==> src/rtl/nibble_pkg.sv <==
// Shared types for the nibble-serial datapath.
// Latency: n/a (types and constants only).
// Backpressure: n/a.
// Contents: NIBBLE_W, nibble_t, ser_state_e (serializer occupancy, derived from valid bits).
package nibble_pkg;

  localparam int NIBBLE_W = 4;

  typedef logic [NIBBLE_W-1:0] nibble_t;

  // Occupancy of the serializer: EMPTY (no word), BUSY (shifting, holding
  // buffer free), FULL (shifting, holding buffer occupied).
  typedef enum logic [1:0] {
    SER_EMPTY = 2'd0,
    SER_BUSY  = 2'd1,
    SER_FULL  = 2'd2
  } ser_state_e;

endpackage

==> src/rtl/nibble_sel.sv <==
// Combinational word-to-nibble selector.
// Latency: 0 cycles (pure mux).
// Backpressure: none; output follows inputs.
// Ports: word (NIBBLES nibbles packed LSB-first), idx (nibble position), nib (selected nibble).
module nibble_sel
  import nibble_pkg::*;
#(
  parameter int NIBBLES = 8,
  parameter int IDX_W   = $clog2(NIBBLES)
) (
  input  logic [NIBBLE_W*NIBBLES-1:0] word,
  input  logic [IDX_W-1:0]            idx,
  output nibble_t                     nib
);

  // Explicit compare-per-position mux; stays well defined for non power-of-2
  // NIBBLES where idx can encode positions past the top of the word.
  always_comb begin
    nib = '0;
    for (int i = 0; i < NIBBLES; i++) begin
      if (idx == IDX_W'(i)) begin
        nib = word[i*NIBBLE_W +: NIBBLE_W];
      end
    end
  end

endmodule

==> src/rtl/nibble_serializer.sv <==
// Double-buffered word-to-nibble serializer: one nibble per cycle, index and last markers.
// Latency: first nibble 1 cycle after word accept; back-to-back words stream with no bubble.
// Backpressure: nib_ready low freezes all nibble outputs; word_ready low only while the holding buffer is full.
// Ports: clk, reset (async active-low), word_data/word_valid/word_ready (word input),
//        nib_data/nib_idx/nib_last/nib_valid/nib_ready (nibble stream output).
// Build option: NIBBLE_SER_MSB_FIRST_EN emits the MSB nibble first; nib_idx still counts 0 up.
module nibble_serializer
  import nibble_pkg::*;
#(
  parameter int NIBBLES = 8,
  parameter int IDX_W   = $clog2(NIBBLES)
) (
  input  logic                        clk,
  input  logic                        reset,
  input  logic [NIBBLE_W*NIBBLES-1:0] word_data,
  input  logic                        word_valid,
  output logic                        word_ready,
  output nibble_t                     nib_data,
  output logic [IDX_W-1:0]            nib_idx,
  output logic                        nib_last,
  output logic                        nib_valid,
  input  logic                        nib_ready
);

  localparam int              WORD_W   = NIBBLE_W * NIBBLES;
  localparam logic [IDX_W-1:0] LAST_IDX = IDX_W'(NIBBLES - 1);

  // Active word being shifted out, plus a one-word holding buffer.
  logic [WORD_W-1:0] cur_word_q, cur_word_d;
  logic [WORD_W-1:0] pend_word_q, pend_word_d;
  logic              cur_valid_q, cur_valid_d;
  logic              pend_valid_q, pend_valid_d;
  logic [IDX_W-1:0]  idx_q, idx_d;

  logic              at_last;
  logic              nib_xfer;
  logic              word_acc;
  logic [IDX_W-1:0]  sel_idx;
  ser_state_e        state;

  // Occupancy view of the valid bits, for assertions and debug.
  always_comb begin
    state = SER_EMPTY;
    if (cur_valid_q && pend_valid_q) begin
      state = SER_FULL;
    end else if (cur_valid_q) begin
      state = SER_BUSY;
    end
  end

  // All outputs come from registered state only; nib_ready never reaches them
  // combinationally, and word_ready never depends on word_valid.
  assign word_ready = !pend_valid_q;
  assign nib_valid  = cur_valid_q;
  assign nib_idx    = idx_q;
  assign at_last    = (idx_q == LAST_IDX);
  assign nib_last   = cur_valid_q && at_last;

  assign nib_xfer   = cur_valid_q && nib_ready;
  assign word_acc   = word_valid && word_ready;

`ifdef NIBBLE_SER_MSB_FIRST_EN
  assign sel_idx = LAST_IDX - idx_q;
`else
  assign sel_idx = idx_q;
`endif

  nibble_sel #(
    .NIBBLES (NIBBLES),
    .IDX_W   (IDX_W)
  ) u_sel (
    .word (cur_word_q),
    .idx  (sel_idx),
    .nib  (nib_data)
  );

  // Next-state logic.
  always_comb begin
    cur_word_d   = cur_word_q;
    pend_word_d  = pend_word_q;
    cur_valid_d  = cur_valid_q;
    pend_valid_d = pend_valid_q;
    idx_d        = idx_q;

    if (nib_xfer && at_last) begin
      // Word boundary: refill from the holding buffer first, else straight
      // from the input so a continuously offered stream has no bubble.
      // word_ready is low whenever pend is valid, so both branches never collide.
      idx_d = '0;
      if (pend_valid_q) begin
        cur_word_d   = pend_word_q;
        pend_valid_d = 1'b0;
      end else if (word_acc) begin
        cur_word_d = word_data;
      end else begin
        cur_valid_d = 1'b0;
      end
    end else begin
      if (nib_xfer) begin
        idx_d = idx_q + 1'b1;
      end
      if (word_acc) begin
        if (!cur_valid_q) begin
          cur_word_d  = word_data;
          cur_valid_d = 1'b1;
          idx_d       = '0;
        end else begin
          pend_word_d  = word_data;
          pend_valid_d = 1'b1;
        end
      end
    end
  end

  always_ff @(posedge clk or negedge reset) begin
    if (!reset) begin
      cur_word_q   <= '0;
      pend_word_q  <= '0;
      cur_valid_q  <= 1'b0;
      pend_valid_q <= 1'b0;
      idx_q        <= '0;
    end else begin
      cur_word_q   <= cur_word_d;
      pend_word_q  <= pend_word_d;
      cur_valid_q  <= cur_valid_d;
      pend_valid_q <= pend_valid_d;
      idx_q        <= idx_d;
    end
  end

  // The holding buffer is only ever filled behind an active word.
  a_pend_implies_cur: assert property (@(posedge clk) disable iff (!reset)
    pend_valid_q |-> cur_valid_q);

  // Index never runs past the last nibble.
  a_idx_range: assert property (@(posedge clk) disable iff (!reset)
    idx_q <= LAST_IDX);

  a_full_blocks_input: assert property (@(posedge clk) disable iff (!reset)
    (state == SER_FULL) |-> !word_ready);

  a_empty_no_output: assert property (@(posedge clk) disable iff (!reset)
    (state == SER_EMPTY) |-> !nib_valid);

  // A stalled nibble stays put until it is taken.
  a_hold_when_stalled: assert property (@(posedge clk) disable iff (!reset)
    (nib_valid && !nib_ready) |=> (nib_valid && $stable(nib_data) && $stable(nib_idx)));

endmodule

==> config.mk <==
export PLATFORM = sky130hd
export DESIGN_NAME = nibble_serializer
export DESIGN_NICKNAME = d
export VERILOG_FILES = /design/src/rtl/nibble_pkg.sv /design/src/rtl/nibble_sel.sv /design/src/rtl/nibble_serializer.sv
export SDC_FILE = /design/constraint.sdc
export NUM_CORES = 1
export LEC_CHECK = 0
export ABC_AREA = 1
export CORE_ASPECT_RATIO = 0.7
export CORE_MARGIN = 2
export CORE_UTILIZATION = 55
export DETAILED_ROUTE_END_ITERATION = 8
export GPL_TIMING_DRIVEN = 0
export PLACE_DENSITY_LB_ADDON = 0.1
export SLEW_MARGIN = 20
export SYNTH_ARGS = -nofsm -noshare
export SYNTH_HDL_FRONTEND = slang
export SYNTH_HIERARCHICAL = 1
export SYNTH_SLANG_ARGS = --single-unit
==> constraint.sdc <==
create_clock -name clk -period 2.7 [get_ports clk]
set_input_delay 0.27 -clock clk [delete_from_list [all_inputs] [get_ports clk]]
set_output_delay 0.27 -clock clk [all_outputs]
set_load 0.05 [all_outputs]
==> results of run 1 <==
worst register-to-register path: stages (launching register included):
cell and delay, ns:
dfrtp_1 0.44, ha_1 0.24, ha_1 0.26, nand3_4 0.17, clkbuf_1 0.38, nand2_1 0.10
nand2_1 0.11, nand3_1 0.08, nand2_1 0.06
how the worst max path moves through the flow:
| stage | from | to | slack (ns) | cells past startpoint |
|---|---|---|---|---|
| after floorplan | nib_idx[2] | nib_data[0] | 0.68 | 6 |
| after global placement | reset | pend_word_q[26] | -0.94 | 1 |
| after detailed placement | nib_idx[1] | nib_data[3] | 0.37 | 6 |
| after CTS | nib_idx[1] | nib_data[0] | 0.02 | 6 |
| after global routing | nib_idx[0] | nib_last | 0.10 | 5 |
| final | nib_idx[0] | nib_last | 0.24 | 5 |
power by group:
part	internal, mW	leakage (nW)	switching [mW]
Sequential	1.03	0.959	0
Clock	0.333	0.0731	0.344
Combinational	0.0640	1.59	0.0646
Total	1.43	2.62	0.408
metal layers:
layer	up-vias	routed length, um	track usage (%)
li1	1886	-	-
met1	1659	4984	39.55
met2	96	4216	40.00
met3	16	504	5.801
met4	0	132	9.481
met5	-	0	0
cell type report:
| class | count | area [um^2] |
|---|---|---|
| Fill cell | 600 | 2141 |
| Multi-Input combinational cell | 425 | 1802 |
| Sequential cell | 69 | 1727 |
| Timing Repair Buffer | 47 | 491.7 |
| Buffer | 33 | 256.5 |
| Inverter | 43 | 173.9 |
| Clock buffer | 11 | 141.4 |
| Tap cell | 94 | 117.6 |
repair_timing:
item / in CTS / in global routing
resized for setup: 1 / 3
hold buffers: 1 / 0
hold endpoints to repair: 19 / 0
endpoints found under the setup margin: 1 / 3
state kept, by name (all words and copies together) (netlist names):
| register | count |
|---|---|
| cur_word_q | 32 |
| pend_valid_q | 1 |
| nib_idx | 3 |
| nib_valid | 1 |
| pend_word_q | 32 |
metrics by stage:
stage	instance area (um^2)	std cells	setup WS [ns]	hold WS [ns]
floorplan	3959	570	0.6817	-0.02559
global placement	4527	709	-0.9447	0.4678
detailed placement	4552	710	0.3664	0.1705
CTS	4702	722	0.01784	0.3477
global route	4710	722	0.1024	0.3716
finish	4710	722	0.2387	0.3466
cell families after synthesis:
logic type,after synthesis,synth area share [%]
and+or+nand+nor,387,40.23
buffers and inverters,76,10.87
DFF,69,43.62
AOI/OAI and AO/OA,35,4.425
adders and majority gates,2,0.6320
xor gates and xnor gates,1,0.2213
placed cells by master (no fill, tap or decap):
cell type,count
o21ai_1,31
dfrtp_1,69
xor2_1,1
nand3_4,1
clkbuf_8,10
nand2_1,305
dlygate4sd3_1,1
o21ai_0,4
nor2_1,14
buf_16,1
clkdlybuf4s50_1,40
inv_1,39
inv_2,1
buf_4,1
nor3_1,4
nor3_2,1
buf_6,15
nand3_1,36
dlygate4sd2_1,1
dlymetal6s2s_1,3
nand2_2,3
clkbuf_1,3
inv_4,1
nor2_4,1
nand4_1,22
buf_2,16
inv_6,2
ha_1,2
==> results.sh, run 1 <==
export IMPL_status="completed"
export IMPL_core_area_um2=6850
export IMPL_antenna_found_initial=0
export IMPL_grt_setup_unrepaired="no"
export IMPL_ioPinCount=46
export IMPL_start_util_pct=57.79
export IMPL_finalCriticalPeriod_ns=2.461
export IMPL_gp_congestion=0.8599
export IMPL_grt_start_max_net_pins=51
export IMPL_p_per_area_nw_per_um2=390.5
export IMPL_fin_util_pct=68.75
export IMPL_synthCells=570
export IMPL_slowest_delay_ns=0.80
export IMPL_worst_pin_slew_ns=0.5018
export IMPL_drive_gt1_share_pct=8.439
export IMPL_setup_tns_ns=0
export IMPL_path_class="flip-flop to primary output"
export IMPL_num_rows=25
export IMPL_clock_skew_ns=0.008755
export IMPL_clkLatencyLatePin_ns=0.34
export IMPL_htree_levels=3
export IMPL_total_leakage_power_nw=2.624
export IMPL_die_x_um=105.4
export IMPL_num_vias=3657
export IMPL_start_kind="flip-flop"
export IMPL_crit_path_frequent_cell="ha_1"
export IMPL_timing_final_crit_share_pct=91.16
export IMPL_worstReg2RegStart="nib_idx[0]"
export IMPL_r2r_end="cur_word_q[8]"
export IMPL_yosysWarnings=6
export IMPL_fmax_ghz=0.4063
export IMPL_dp_hpwl_um=7316
export IMPL_async_reset_ff_share_pct=100.0
export IMPL_syn_area_per_cell_um2=6.945
export IMPL_yosys_area_top_type="dfrtp_1"
export IMPL_nets=666
export IMPL_ys_seq_elements=69
export IMPL_finalHoldViolCount=0
export IMPL_wl_per_cell_um=13.63
export IMPL_die_area_um2=7903
export IMPL_cp_top_family="buffers and inverters"
export IMPL_crit_arrival_ns=2.19
export IMPL_setup_violations=0
export IMPL_ys_seq_area_share_pct=43.62
export IMPL_cts_made_buffers=9
export IMPL_die_y_um=74.98
export IMPL_reg2regPathDepth=8
export IMPL_hold_path_class="input port to asynchronous set/reset pin"
export IMPL_gr_usage_all_layers_pct=26.95
export IMPL_synth_edff_count=0
export IMPL_cts_setup_buffers=0
export IMPL_netlist_top_cells_area="dfrtp_1, nand2_1, nand3_1"
export IMPL_syn_nets=608
export IMPL_endpoint_kind="primary output"
export IMPL_synthDistinctLibCells=21
export IMPL_root_buffer="clkbuf_8"
export IMPL_ys_flop_type="dfrtp_1"
export IMPL_tritoncts="done"
export IMPL_required_ns=2.43
export IMPL_clockBufferDepth=2
export IMPL_cp_max_fo=5
export IMPL_r2r_setup_slack_ns=0.81
export IMPL_synth_common_cells="nand2_1, dfrtp_1, inv_1"
export IMPL_drcViolationCount=0
export IMPL_routed_wl_um=9838
export IMPL_ir_drop_v=0.0002662
export IMPL_clk_pin_slew_ns=0.07
export IMPL_final_max_slew_viol_count=0
export IMPL_post_synth_top_count_cell="nand2_1"
export IMPL_finalPower_mw=1.839
export IMPL_clock_sinks=69
export IMPL_synth_top_area_share_pct=43.62
export IMPL_crit_chain="ha_1 > ha_1 > nand2_1 > inv_1 > clkdlybuf4s50_1"
export IMPL_n_antenna_cell=0
export IMPL_detail_route_antenna_nets=0
export IMPL_overflow=0
export IMPL_syn_to_final_growth_pct=18.96
export IMPL_dr_pass1_iters=5
export IMPL_syn_area_um2=3959
export IMPL_grt_first_pass_wirelength_um=16370
export IMPL_first_global_vias=3364
export IMPL_via_per_inst=5.065
export IMPL_drt_iter0_markers=259
export IMPL_slowest_stage="clkdlybuf4s50_1"
export IMPL_relSlewSlack_pct=66.20
export IMPL_crit_buf_inv=2
export IMPL_drv_cap=0
export IMPL_io_buffers=45
Power figures use the tool's default switching activity.
==> inputs of run 2 (changes only) <==
--- a/config.mk
+++ b/config.mk
@@ -8,10 +8,10 @@
 export ABC_AREA = 1
 export CORE_ASPECT_RATIO = 0.7
 export CORE_MARGIN = 2
-export CORE_UTILIZATION = 55
+export CORE_UTILIZATION = 40
+export CTS_CLUSTER_SIZE = 8
 export DETAILED_ROUTE_END_ITERATION = 8
 export GPL_TIMING_DRIVEN = 0
-export PLACE_DENSITY_LB_ADDON = 0.1
 export SLEW_MARGIN = 20
 export SYNTH_ARGS = -nofsm -noshare
 export SYNTH_HDL_FRONTEND = slang
==> run 2 against run 1 <==
Net effect: combinational power hardly changed; largest power group is now the clock network; clock power is 65% higher; wire length is 1.7% higher; utilization is 18 points lower; non-clock buffer count stayed put; maximum frequency is 1.3% lower; die area is 36% higher; clock skew is 0.0058 ns lower; global-route usage is 6.5 points lower.
==> results.sh, run 2 (synthesis gave the netlist of run 1 again) <==
export IMPL_status="completed"
export IMPL_r2r_end="cur_word_q[7]"
export IMPL_start_kind="flip-flop"
export IMPL_cp_max_fo=10
export IMPL_worst_pin_slew_ns=0.4931
export IMPL_overflow=0
export IMPL_fin_util_pct=50.64
export IMPL_crit_path_end="nib_data[3]"
export IMPL_first_global_vias=3348
export IMPL_tritoncts="done"
export IMPL_timing_final_crit_share_pct=92.33
export IMPL_setup_tns_ns=0
export IMPL_clkLatencyLatePin_ns=0.33
export IMPL_drive_gt1_share_pct=9.033
export IMPL_r2r_setup_slack_ns=0.78
export IMPL_grt_first_pass_wirelength_um=16880
export IMPL_wl_per_cell_um=13.19
export IMPL_drv_cap=0
export IMPL_hold_slack_ns=0.3715
export IMPL_dp_hpwl_um=7460
export IMPL_path_class="flip-flop to primary output"
export IMPL_num_rows=30
export IMPL_ioPinCount=46
export IMPL_finalHoldViolCount=0
export IMPL_p_comb_share_pct=5.7
export IMPL_clock_skew_ns=0.002955
export IMPL_grt_start_max_net_pins=50
export IMPL_p_sw_mw=0.4768
export IMPL_io_buffers=45
export IMPL_setup_ws_ns=0.2070
export IMPL_cts_made_buffers=9
export IMPL_slowest_stage="dlygate4sd2_1"
export IMPL_worstReg2RegStart="nib_idx[0]"
export IMPL_clk_pin_slew_ns=0.05
export IMPL_htree_levels=3
export IMPL_swShare_pct=20.86
export IMPL_clock_sinks=69
export IMPL_final_common_cell="nand2_1"
export IMPL_p_per_area_nw_per_um2=467.9
export IMPL_core_area_um2=9647
export IMPL_relSlewSlack_pct=66.87
export IMPL_clockBufferDepth=2
export IMPL_reg2regPathDepth=8
export IMPL_drt_iter0_markers=287
export IMPL_fmax_ghz=0.4011
export IMPL_crit_arrival_ns=2.22
export IMPL_root_buffer="clkbuf_16"
export IMPL_finalCriticalPeriod_ns=2.493
export IMPL_setup_violations=0
export IMPL_n_antenna_cell=0
export IMPL_syn_to_final_growth_pct=23.39
export IMPL_num_vias=3592
export IMPL_p_seq_share_pct=45.3
export IMPL_startpoint="nib_idx[1]"
export IMPL_mostFrequentLayoutCells="nand2_1, dfrtp_1, clkdlybuf4s50_1"
export IMPL_total_leakage_power_nw=2.653
export IMPL_grt_setup_unrepaired="no"
export IMPL_dp_slack_ns=0.3011
export IMPL_via_per_inst=4.733
export IMPL_gr_usage_all_layers_pct=20.41
export IMPL_detail_route_antenna_nets=0
export IMPL_p_int_mw=1.808
export IMPL_die_area_um2=10720
export IMPL_required_ns=2.43
export IMPL_die_x_um=122.9
export IMPL_crit_chain="buf_6 > inv_6 > nor3_1 > nand2_1 > nand4_1 > dlygate4sd2_1"
export IMPL_routed_wl_um=10010
export IMPL_finalPower_mw=2.285
export IMPL_slowest_delay_ns=0.54
export IMPL_antenna_found_initial=0
export IMPL_ir_drop_v=0.0003246
export IMPL_cts_setup_buffers=0
export IMPL_gp_congestion=0.8802
export IMPL_start_util_pct=41.04
export IMPL_final_max_slew_viol_count=0
export IMPL_nets=666
export IMPL_hold_path_class="input port to asynchronous set/reset pin"
export IMPL_dr_pass1_iters=5
export IMPL_drcViolationCount=0
export IMPL_die_y_um=87.24
export IMPL_endpoint_kind="primary output"
export IMPL_clockPowerShare_pct=49.0
==> run 2: cell count changes in the layout (fill, tap and decap cells not counted) <==
cell / previous run / this run
clkbuf_16: 0 / 9
clkbuf_8: 10 / 4
dlygate4sd2_1: 1 / 4
dlymetal6s2s_1: 3 / 0
clkbuf_1: 3 / 2
clkinv_2: 0 / 1
==> run 2: routing by layer <==
metal / share of wire [%] / GRT usage [%]
met1: 54 / 31.46
met2: 40 / 28.78
met3: 5.1 / 4.581
met4: 0.89 / 4.702
met5: 0 / 0
==> run 2: per-stage QoR <==
step	instances	cell area, um^2
floorplan	570	3959
global placement	743	4569
detailed placement	744	4594
CTS	759	4885
global route	759	4885
finish	759	4885
==> run 2: area by class of cell <==
type | instances | area, um^2
clock inverters | 1 | 5.005
multi-input cells | 425 | 1802
clock buffers | 13 | 280.3
inverters | 43 | 173.9
well taps | 128 | 160.2
fillers | 966 | 4762
repair buffers | 47 | 480.5
plain buffers | 33 | 256.5
flip-flops and latches | 69 | 1727
==> run 2: worst min-delay path by stage <==
stage / start / to / slack, ns / depth (start not counted)
2_1_floorplan: reset / cur_word_q[0] / -0.03 / 0
3_3_place_gp: cur_word_q[20] / cur_word_q[20] / 0.47 / 2
3_5_place_dp: reset / pend_word_q[14] / 0.19 / 1
4_1_cts: reset / pend_word_q[14] / 0.37 / 2
5_1_grt: reset / pend_word_q[14] / 0.40 / 2
6_report: reset / pend_word_q[12] / 0.37 / 2
==> run 2: critical path: cells and delay by family, from the launching register on <==
kind	cells	cell delay (ns)
and+or+nand+nor	3	0.67
DFF	1	0.44
buffers and inverters	3	0.77
==> run 2: repair_timing <==
item,CTS,global route
hold buffers,1,0
resized for setup,4,0
endpoints found under the hold margin,20,0
setup endpoints to repair,4,0
==> run 2: power by group through the flow <==
stage	clock (mW)	combinational, mW	sequential (mW)
6_report	1.12	0.130	1.04
3_5_place_dp	0	0.129	1.05
5_1_grt	1.19	0.145	1.03
4_1_cts	1.15	0.131	1.03
2_1_floorplan	0	0.0296	1.05
3_3_place_gp	0	0.125	1.05
